File: src/rtl/traffic_generator.sv
// Traffic generator for a mesh router local port: forms packets with a
// fixed or LFSR-random destination and requests the router with gaps.
module traffic_generator #(
    parameter logic [5:0] routerID    = 6'b000_000,
    parameter logic [5:0] ModuleID    = 6'b000_000,
    parameter int         dataWidth   = 32,
    parameter int         dim         = 4,
    parameter int         GAP         = 4,
    parameter int         NUM_PACKETS = 0,
    parameter int         DEST_MODE   = 1,
    parameter logic [5:0] DEST_ID     = 6'b011_011,
    parameter logic [7:0] SEED        = 8'hA5
) (
    input  logic                 clk,
    input  logic                 reset,
    input  logic                 Enable,
    input  logic                 DnStrFull,
    input  logic                 GntDnStr,
    output logic                 ReqDnStr,
    output logic [dataWidth-1:0] PacketOut,
    output logic [15:0]          SentCount,
    output logic                 Done
);

    localparam int CW = (GAP > 0) ? $clog2(GAP + 1) : 1;
    localparam logic [CW-1:0] gapInit = CW'(GAP);
    localparam logic [7:0] seedVal = (SEED == 8'h00) ? 8'h01 : SEED;
    localparam logic [2:0] maxCoord = 3'(dim - 1);
    localparam logic [15:0] numTarget = 16'(NUM_PACKETS);

    typedef enum logic {
        sGap = 1'b0,
        sReq = 1'b1
    } state_t;

    state_t        state;
    logic [CW-1:0] gapCnt;
    logic [7:0]    lfsr;
    logic [9:0]    packetID;
    logic [2:0]    rawX;
    logic [2:0]    rawY;
    logic [2:0]    coordX;
    logic [2:0]    coordY;
    logic [5:0]    dest;
    logic [31:0]   packet;
    logic [7:0]    lfsrNext;
    logic          lastPacket;

    // Fibonacci step for x^8+x^6+x^5+x^4+1, shifting left.
    assign lfsrNext = {lfsr[6:0], lfsr[7] ^ lfsr[5] ^ lfsr[4] ^ lfsr[3]};

    // Random coordinates come from the low LFSR nibble; small meshes clamp.
    always_comb begin
        rawX   = {1'b0, lfsr[1:0]};
        rawY   = {1'b0, lfsr[3:2]};
        coordX = (rawX > maxCoord) ? maxCoord : rawX;
        coordY = (rawY > maxCoord) ? maxCoord : rawY;
        if (DEST_MODE == 0) begin
            dest = DEST_ID;
        end else begin
            dest = {coordX, coordY};
        end
        packet = {10'b0, dest, packetID, ModuleID};
    end

    assign lastPacket = (NUM_PACKETS != 0)
                     && (SentCount + 16'd1 == numTarget);

    always_ff @(posedge clk) begin
        if (reset) begin
            state     <= sGap;
            gapCnt    <= gapInit;
            lfsr      <= seedVal;
            packetID  <= '0;
            ReqDnStr  <= 1'b0;
            PacketOut <= '0;
            SentCount <= '0;
            Done      <= 1'b0;
        end else begin
            unique case (state)
                sGap: begin
                    if (gapCnt != '0) begin
                        if (Enable) begin
                            gapCnt <= gapCnt - 1'b1;
                        end
                    end else if (Enable && !DnStrFull && !Done) begin
                        if (dest != routerID) begin
                            ReqDnStr  <= 1'b1;
                            PacketOut <= dataWidth'(packet);
                            state     <= sReq;
                        end else begin
                            // Self-addressed draw: reroll next cycle.
                            lfsr <= lfsrNext;
                        end
                    end
                end
                sReq: begin
                    if (GntDnStr) begin
                        ReqDnStr  <= 1'b0;
                        packetID  <= packetID + 10'd1;
                        SentCount <= SentCount + 16'd1;
                        gapCnt    <= gapInit;
                        state     <= sGap;
                        if (DEST_MODE != 0) begin
                            lfsr <= lfsrNext;
                        end
                        if (lastPacket) begin
                            Done <= 1'b1;
                        end
                    end
                end
            endcase
        end
    end

endmodule

File: config.mk
export PLATFORM = sky130hd
export DESIGN_NAME = traffic_generator
export DESIGN_NICKNAME = d
export VERILOG_FILES = /design/src/rtl/traffic_generator.sv
export SDC_FILE = /design/constraint.sdc
export NUM_CORES = 1
export LEC_CHECK = 0
export CAP_MARGIN = 40
export CORE_UTILIZATION = 35
export CTS_CLUSTER_DIAMETER = 120
export DETAILED_ROUTE_END_ITERATION = 8
export GPL_ROUTABILITY_DRIVEN = 1
export PLACE_DENSITY = 0.69
export SYNTH_ARGS = -nofsm -noshare
export SYNTH_HDL_FRONTEND = slang
export SYNTH_SLANG_ARGS = --single-unit
File: constraint.sdc
create_clock -name clk -period 2.1 [get_ports clk]
set_clock_uncertainty 0.2 [all_clocks]
set_input_delay 0.63 -clock clk [delete_from_list [all_inputs] [get_ports clk]]
set_output_delay 0.63 -clock clk [all_outputs]
set_load 0.03 [all_outputs]
==> results.json, run 1 <==
{
  "max_freq_ghz": 0.5032,
  "relSlewSlack": 0.6654,
  "tightest_slew_ns": 0.4966,
  "place_ws_ns": -0.2881,
  "min_from": "packetID[1]",
  "place_congestion": 0.7486,
  "grt_max_degree": 41,
  "cts_max_level": 2,
  "wl_per_cell_um": 11.54,
  "ys_types": 35,
  "crit_type": "primary input to register",
  "cts_buffer_depth": 2,
  "dp_hpwl_um": 3292,
  "cpPeakStageDelay_ns": 0.51,
  "final_util": 0.4597,
  "insertion_delay_ns": 0.30,
  "postCtsHoldBufs": 0,
  "finalCriticalPeriod_ns": 1.987,
  "final_antenna_net_count": 0,
  "worstSetupEndpointType": "register",
  "drc_errors": 0,
  "regToRegEndpoint": "lfsr[0]",
  "drt-total-wl_um": 4534,
  "final.setup.worst_slack_ns": 0.1127,
  "hold_path.class": "register to register",
  "r2r-start": "lfsr[2]",
  "fin_crit_sh": 0.9463,
  "p_leak_nw": 1.310,
  "grt.total_usage": 0.1370,
  "whs_path_depth": 2,
  "antenna_cells": 0,
  "tritoncts": "built",
  "drive_gt1_frac": 0.1203,
  "path_clk_slew_ns": 0.09,
  "grt_overflow": 0,
  "io_pins": 55,
  "die_area_um2": 7159,
  "ys_warn_count": 0,
  "finalSetupViolCount": 0,
  "syn_area_um2": 2389,
  "cp.arrival_ns": 1.98,
  "p_seq_frac": 0.549,
  "die_w_um": 84.61,
  "crit_path_start_kind": "primary input",
  "combinationalPowerShare": 0.102,
  "rrSetupSlack_ns": 0.21,
  "synth_seq_cells": 53,
  "n_fill_cell": 646,
  "vias": 1825,
  "hold_viol": 0,
  "nets": 325,
  "swShare": 0.2402,
  "cts_buffers": 5,
  "fp-row-count": 29,
  "power_per_cell_area_nw_per_um2": 637.0,
  "critPathMaxFanout": 16,
  "clockPowerShare": 0.349,
  "slew_viol_final": 0,
  "die_y_um": 84.61,
  "cts_setup_buffers": 0,
  "status": "finished clean",
  "internal_power_mw": 1.437,
  "grt_pass1_vias": 1697,
  "r2r_cells": 5,
  "antenna_found_initial": 0,
  "cp.required_ns": 2.09,
  "min_to": "packetID[1]",
  "power_switching_mw": 0.4543,
  "numPortBuffers": 35,
  "clockRootBuffer": "clkbuf_8",
  "drv_cap": 0,
  "grt_pass1_wl_um": 7859,
  "start_util": 0.3698,
  "ir_drop_mv": 0.4273,
  "rsz0062_at_grt": "no",
  "core_area_um2": 6459,
  "vias_per_cell": 4.644,
  "ys_seq_area_frac": 0.4442,
  "syn_avg_cell_area_um2": 9.013,
  "dr.pass1.iters": 6,
  "clock_sinks": 53,
  "crit_chain": "clkdlybuf4s50_1 > nor4b_4 > buf_12 > mux2i_1 > nor2_1",
  "drt_iter0_drc": 66,
  "cp_slowest_cell": "clkdlybuf4s50_1",
  "area_delta_synth_final_pct": 24.31,
  "syn_inst": 265
}
[worst max-delay path, delay by kind of cell]
kind	cells	cell delay [ns]
buffers and inverters	2	0.71
muxes	1	0.21
and+or+nand+nor	2	0.42
[flip-flops by register name, indices dropped and copies added (netlist names)]
signal	cells
packetID	10
lfsr	8
state	1
ReqDnStr	1
PacketOut	14
gapCnt	3
SentCount	16
[cells in the final DEF, fill, tap and decap left out, drive strengths merged, types with 5 or more instances in the layout]
cell          n
clkbuf        5
nand4         8
nor3          6
conb         19
nor2         49
nand2        18
xor2         13
mux2i        17
a21oi        13
inv           7
xnor2        10
dfxtp        53
buf          22
dlygate4sd2  31
nand3         6
[how the worst max path moves through the flow]
stage | to | start | slack (ns)
floorplan | SentCount[15] | SentCount[4] | 0.23
CTS | SentCount[12] | GntDnStr | 0.04
detailed placement | SentCount[12] | GntDnStr | -0.29
finish | PacketOut[14] | DnStrFull | 0.11
global placement | SentCount[9] | GntDnStr | -0.25
global route | gapCnt[1] | Enable | 0.01
[per-layer routing]
metal | GRT usage | vias to the layer above | routed length, um
li1 | - | 944 | -
met1 | 0.1657 | 829 | 2172
met2 | 0.2365 | 48 | 2109
met3 | 0.03540 | 4 | 208
met4 | 0.04622 | 0 | 44
met5 | 0 | - | 0
[power groups by stage]
stage	registers [mW]	clock network [mW]	logic, mW
after floorplan	1.06	0	0.172
after global placement	1.06	0	0.193
after detailed placement	1.06	0	0.197
after CTS	1.04	0.692	0.195
after global routing	1.04	0.727	0.218
final	1.04	0.661	0.193
[kinds of logic (layout without fill, tap and decap cells)]
family                   after synthesis  after routing  synth area share
flip-flops                            53             53            0.4442
adder cells (fa/ha/maj)                4              4           0.02095
XOR/XNOR                              23             23           0.08434
other                                  1             19          0.001570
AND/OR/NAND/NOR                      109            109            0.2226
multiplexers                          19             19           0.08067
buffers and inverters                 37             70           0.09220
AO/OA/AOI/OAI                         19             19           0.05343
[cell usage after synthesis]
master / n / area, um^2
nor4b_2: 1 / 15.01
mux2i_1: 17 / 170.2
nor4_1: 2 / 12.51
nor3_1: 6 / 30.03
or4b_1: 1 / 10.01
dfxtp_1: 53 / 1061
conb_1: 1 / 3.750
or4_1: 1 / 7.510
nand2b_4: 1 / 13.76
nor2_1: 49 / 183.9
buf_2: 2 / 10.01
nand4_1: 8 / 50.05
buf_1: 1 / 3.750
o21ai_0: 2 / 10.01
mux2_2: 2 / 22.52
nand2b_1: 2 / 12.51
and2_1: 3 / 18.77
buf_4: 19 / 142.6
a31o_2: 2 / 17.52
o31ai_1: 1 / 7.510
and3_1: 4 / 25.02
nand2_1: 18 / 67.56
nor2b_1: 3 / 18.77
ha_1: 4 / 50.05
buf_6: 1 / 11.26
or4_4: 1 / 11.26
nand3b_1: 1 / 7.510
nand3_1: 6 / 30.03
o41ai_4: 1 / 27.53
inv_1: 7 / 26.28
a21oi_1: 13 / 65.06
and4_1: 2 / 17.52
xnor2_1: 10 / 87.58
xor2_1: 13 / 113.9
clkbuf_1: 7 / 26.28
[through the flow]
stage                     hold slack (ns)  instance area [um^2]  TNS (ns)  instances  total power [mW]
after floorplan                    0.2532                  2456         0        283             1.236
after global placement             0.2755                  2895    -7.022        386             1.254
after detailed placement           0.2828                  2895    -7.941        386             1.258
after CTS                          0.2998                  2960         0        393             1.925
after global routing               0.3156                  2969         0        393             1.985
final                              0.2941                  2969         0        393             1.891
[final cells by class]
class	instances	area, um^2	share of cell area
tap	77	96.34	0.03245
multi-input combinational	193	1190	0.4008
sequential	53	1061	0.3574
clock inverter	2	35.03	0.01180
inverter	7	26.28	0.008850
timing repair buffer	56	491.7	0.1656
clock buffer	5	68.82	0.02318
[timing repair]
| item | CTS | global route |
|---|---|---|
| gates resized for setup | 31 | 2 |
| gates cloned | 0 | 0 |
| setup endpoints to repair | 31 | 5 |
(Power assumes the default switching activity.)
==> inputs of run 2 (changes only) <==
--- a/config.mk
+++ b/config.mk
@@ -9,7 +9,7 @@
 export CORE_UTILIZATION = 35
 export CTS_CLUSTER_DIAMETER = 120
 export DETAILED_ROUTE_END_ITERATION = 8
-export GPL_ROUTABILITY_DRIVEN = 1
+export GPL_ROUTABILITY_DRIVEN = 0
 export PLACE_DENSITY = 0.69
 export SYNTH_ARGS = -nofsm -noshare
 export SYNTH_HDL_FRONTEND = slang
==> results of run 2 <==
Final layout, timing and power as in run 1 (identical DEF).
==> inputs of run 3 (changes only) <==
--- a/config.mk
+++ b/config.mk
@@ -10,6 +10,7 @@
 export CTS_CLUSTER_DIAMETER = 120
 export DETAILED_ROUTE_END_ITERATION = 8
 export GPL_ROUTABILITY_DRIVEN = 0
+export GPL_TIMING_DRIVEN = 0
 export PLACE_DENSITY = 0.69
 export SYNTH_ARGS = -nofsm -noshare
 export SYNTH_HDL_FRONTEND = slang
==> results.json, run 3 (synthesized netlist as in run 1, its figures left out) <==
{
  "largest_register": "SentCount",
  "grt_pass1_vias": 1713,
  "cpPeakStageDelay_ns": 0.56,
  "drt_iter0_drc": 118,
  "insertion_delay_ns": 0.31,
  "fp-row-count": 29,
  "clockRootBuffer": "clkbuf_8",
  "hold_slack_ns": 0.2907,
  "cp_slowest_cell": "or4_4",
  "drt-total-wl_um": 4785,
  "gr-usage-met2": 0.2365,
  "p_seq_frac": 0.530,
  "combinationalPowerShare": 0.113,
  "fin_setup_tns_ns": 0,
  "use_met3": 0.03048,
  "finalSetupViolCount": 0,
  "rsz0062_at_grt": "no",
  "crit_buf_inv": 1,
  "gr-max-usage-layer": "met2",
  "swShare": 0.2483,
  "worstSetupEndpointType": "register",
  "finalCriticalPeriod_ns": 2.038,
  "internal_power_mw": 1.470,
  "critPathMaxFanout": 8,
  "vias": 1894,
  "antenna_cells": 0,
  "final_util": 0.4665,
  "status": "finished clean",
  "cts_max_level": 2,
  "p_leak_nw": 1.350,
  "cts_buffers": 5,
  "power_switching_mw": 0.4856,
  "ir_drop_mv": 0.4047,
  "multiInputGateArea_um2": 1176,
  "place_ws_ns": -0.5605,
  "area_delta_synth_final_pct": 26.14,
  "relSlewSlack": 0.6627,
  "max_freq_ghz": 0.4908,
  "rrSetupSlack_ns": 0.06,
  "antenna_found_initial": 0,
  "clockPowerShare": 0.356,
  "r2r-start": "lfsr[3]",
  "cp.arrival_ns": 2.04,
  "mostFrequentLayoutCell": "dfxtp_1",
  "crit_path_start_kind": "register",
  "dp_hpwl_um": 3471,
  "fin_crit_sh": 0.9703,
  "postCtsHoldBufs": 0,
  "numPortBuffers": 35,
  "hold_path.class": "register to register",
  "grt.total_usage": 0.1372,
  "die_y_um": 84.61,
  "groute.layer.met1.usage": 0.1727,
  "slew_viol_final": 0,
  "critPathLaunch": "lfsr[3]",
  "path_clk_slew_ns": 0.10,
  "io_pins": 55,
  "wl_per_cell_um": 11.79,
  "largest_reg_flops": 16,
  "power_per_cell_area_nw_per_um2": 649.2,
  "start_util": 0.3698,
  "nets": 337,
  "tritoncts": "built",
  "final_cell_mix": "53 x dfxtp_1, 49 x nor2_1, 32 x dlygate4sd2_1",
  "grt_pass1_wl_um": 7845,
  "crit_family": "simple AND/OR/NAND/NOR gates",
  "cts_buffer_depth": 2,
  "tightest_slew_ns": 0.5007,
  "hold_viol": 0,
  "final.setup.worst_slack_ns": 0.06237,
  "clock_sinks": 53,
  "die_area_um2": 7159,
  "core_area_um2": 6459,
  "p_total_mw": 1.956,
  "n_fill_cell": 641,
  "vias_per_cell": 4.665,
  "dr.pass1.iters": 7,
  "largestRegisters": "SentCount (16), PacketOut (14), packetID (10)",
  "grt_max_degree": 17,
  "crit_chain": "or4_4 > o41ai_4 > buf_6 > mux2i_1 > nor2_1",
  "drv_cap": 0,
  "final_antenna_net_count": 0,
  "grt_overflow": 0,
  "crit_type": "register to register",
  "drc_errors": 0,
  "cp.required_ns": 2.10,
  "min_from": "packetID[9]",
  "seqCellArea_um2": 1061,
  "drive_gt1_frac": 0.1398,
  "die_w_um": 84.61
}
==> run 3: final cells by class <==
class / count / share of cell area
Multi-Input combinational cell: 193 / 0.3904
Sequential cell: 53 / 0.3522
Timing Repair Buffer: 39 / 0.1142
Buffer: 29 / 0.06561
Tap cell: 77 / 0.03198
Clock buffer: 6 / 0.02409
Clock inverter: 2 / 0.01287
Inverter: 7 / 0.008721
==> run 3: worst paths after layout <==
| path | endpoint | cells past startpoint |
|---|---|---|
| min | packetID[9] | 2 |
| max reg2reg | lfsr[6] | 5 |
| min reg2reg | packetID[9] | 2 |
| max | lfsr[6] | 5 |
==> run 3: through the flow <==
stage	std cells	cell area [um^2]
5_1_grt	406	3013
3_3_place_gp	395	2903
3_5_place_dp	395	2903
6_report	406	3013
2_1_floorplan	283	2456
4_1_cts	405	3000
==> run 3: power by group through the flow <==
| stage | Combinational, mW | Clock (mW) | Sequential [mW] |
|---|---|---|---|
| global route | 0.240 | 0.754 | 1.04 |
| global placement | 0.214 | 0 | 1.06 |
| CTS | 0.222 | 0.711 | 1.04 |
| detailed placement | 0.220 | 0 | 1.06 |
| finish | 0.222 | 0.697 | 1.04 |
| floorplan | 0.172 | 0 | 1.06 |
==> run 3: worst register-to-register path, cell delays in order, from the launching register on <==
cell and delay (ns):
dfxtp_1 0.38, or4_4 0.56, o41ai_4 0.37, buf_6 0.18, mux2i_1 0.19, nor2_1 0.06
==> run 3: timing repair <==
action	in CTS	in global routing
pin swaps	1	1
setup buffers	3	1
gates resized for setup	37	3
setup endpoints to repair	70	12
==> run 3: per-layer routing <==
| layer | wire length, um | up-vias |
|---|---|---|
| li1 | - | 963 |
| met3 | 240 | 4 |
| met2 | 2237 | 52 |
| met5 | 0 | - |
| met4 | 40 | 0 |
| met1 | 2265 | 875 |
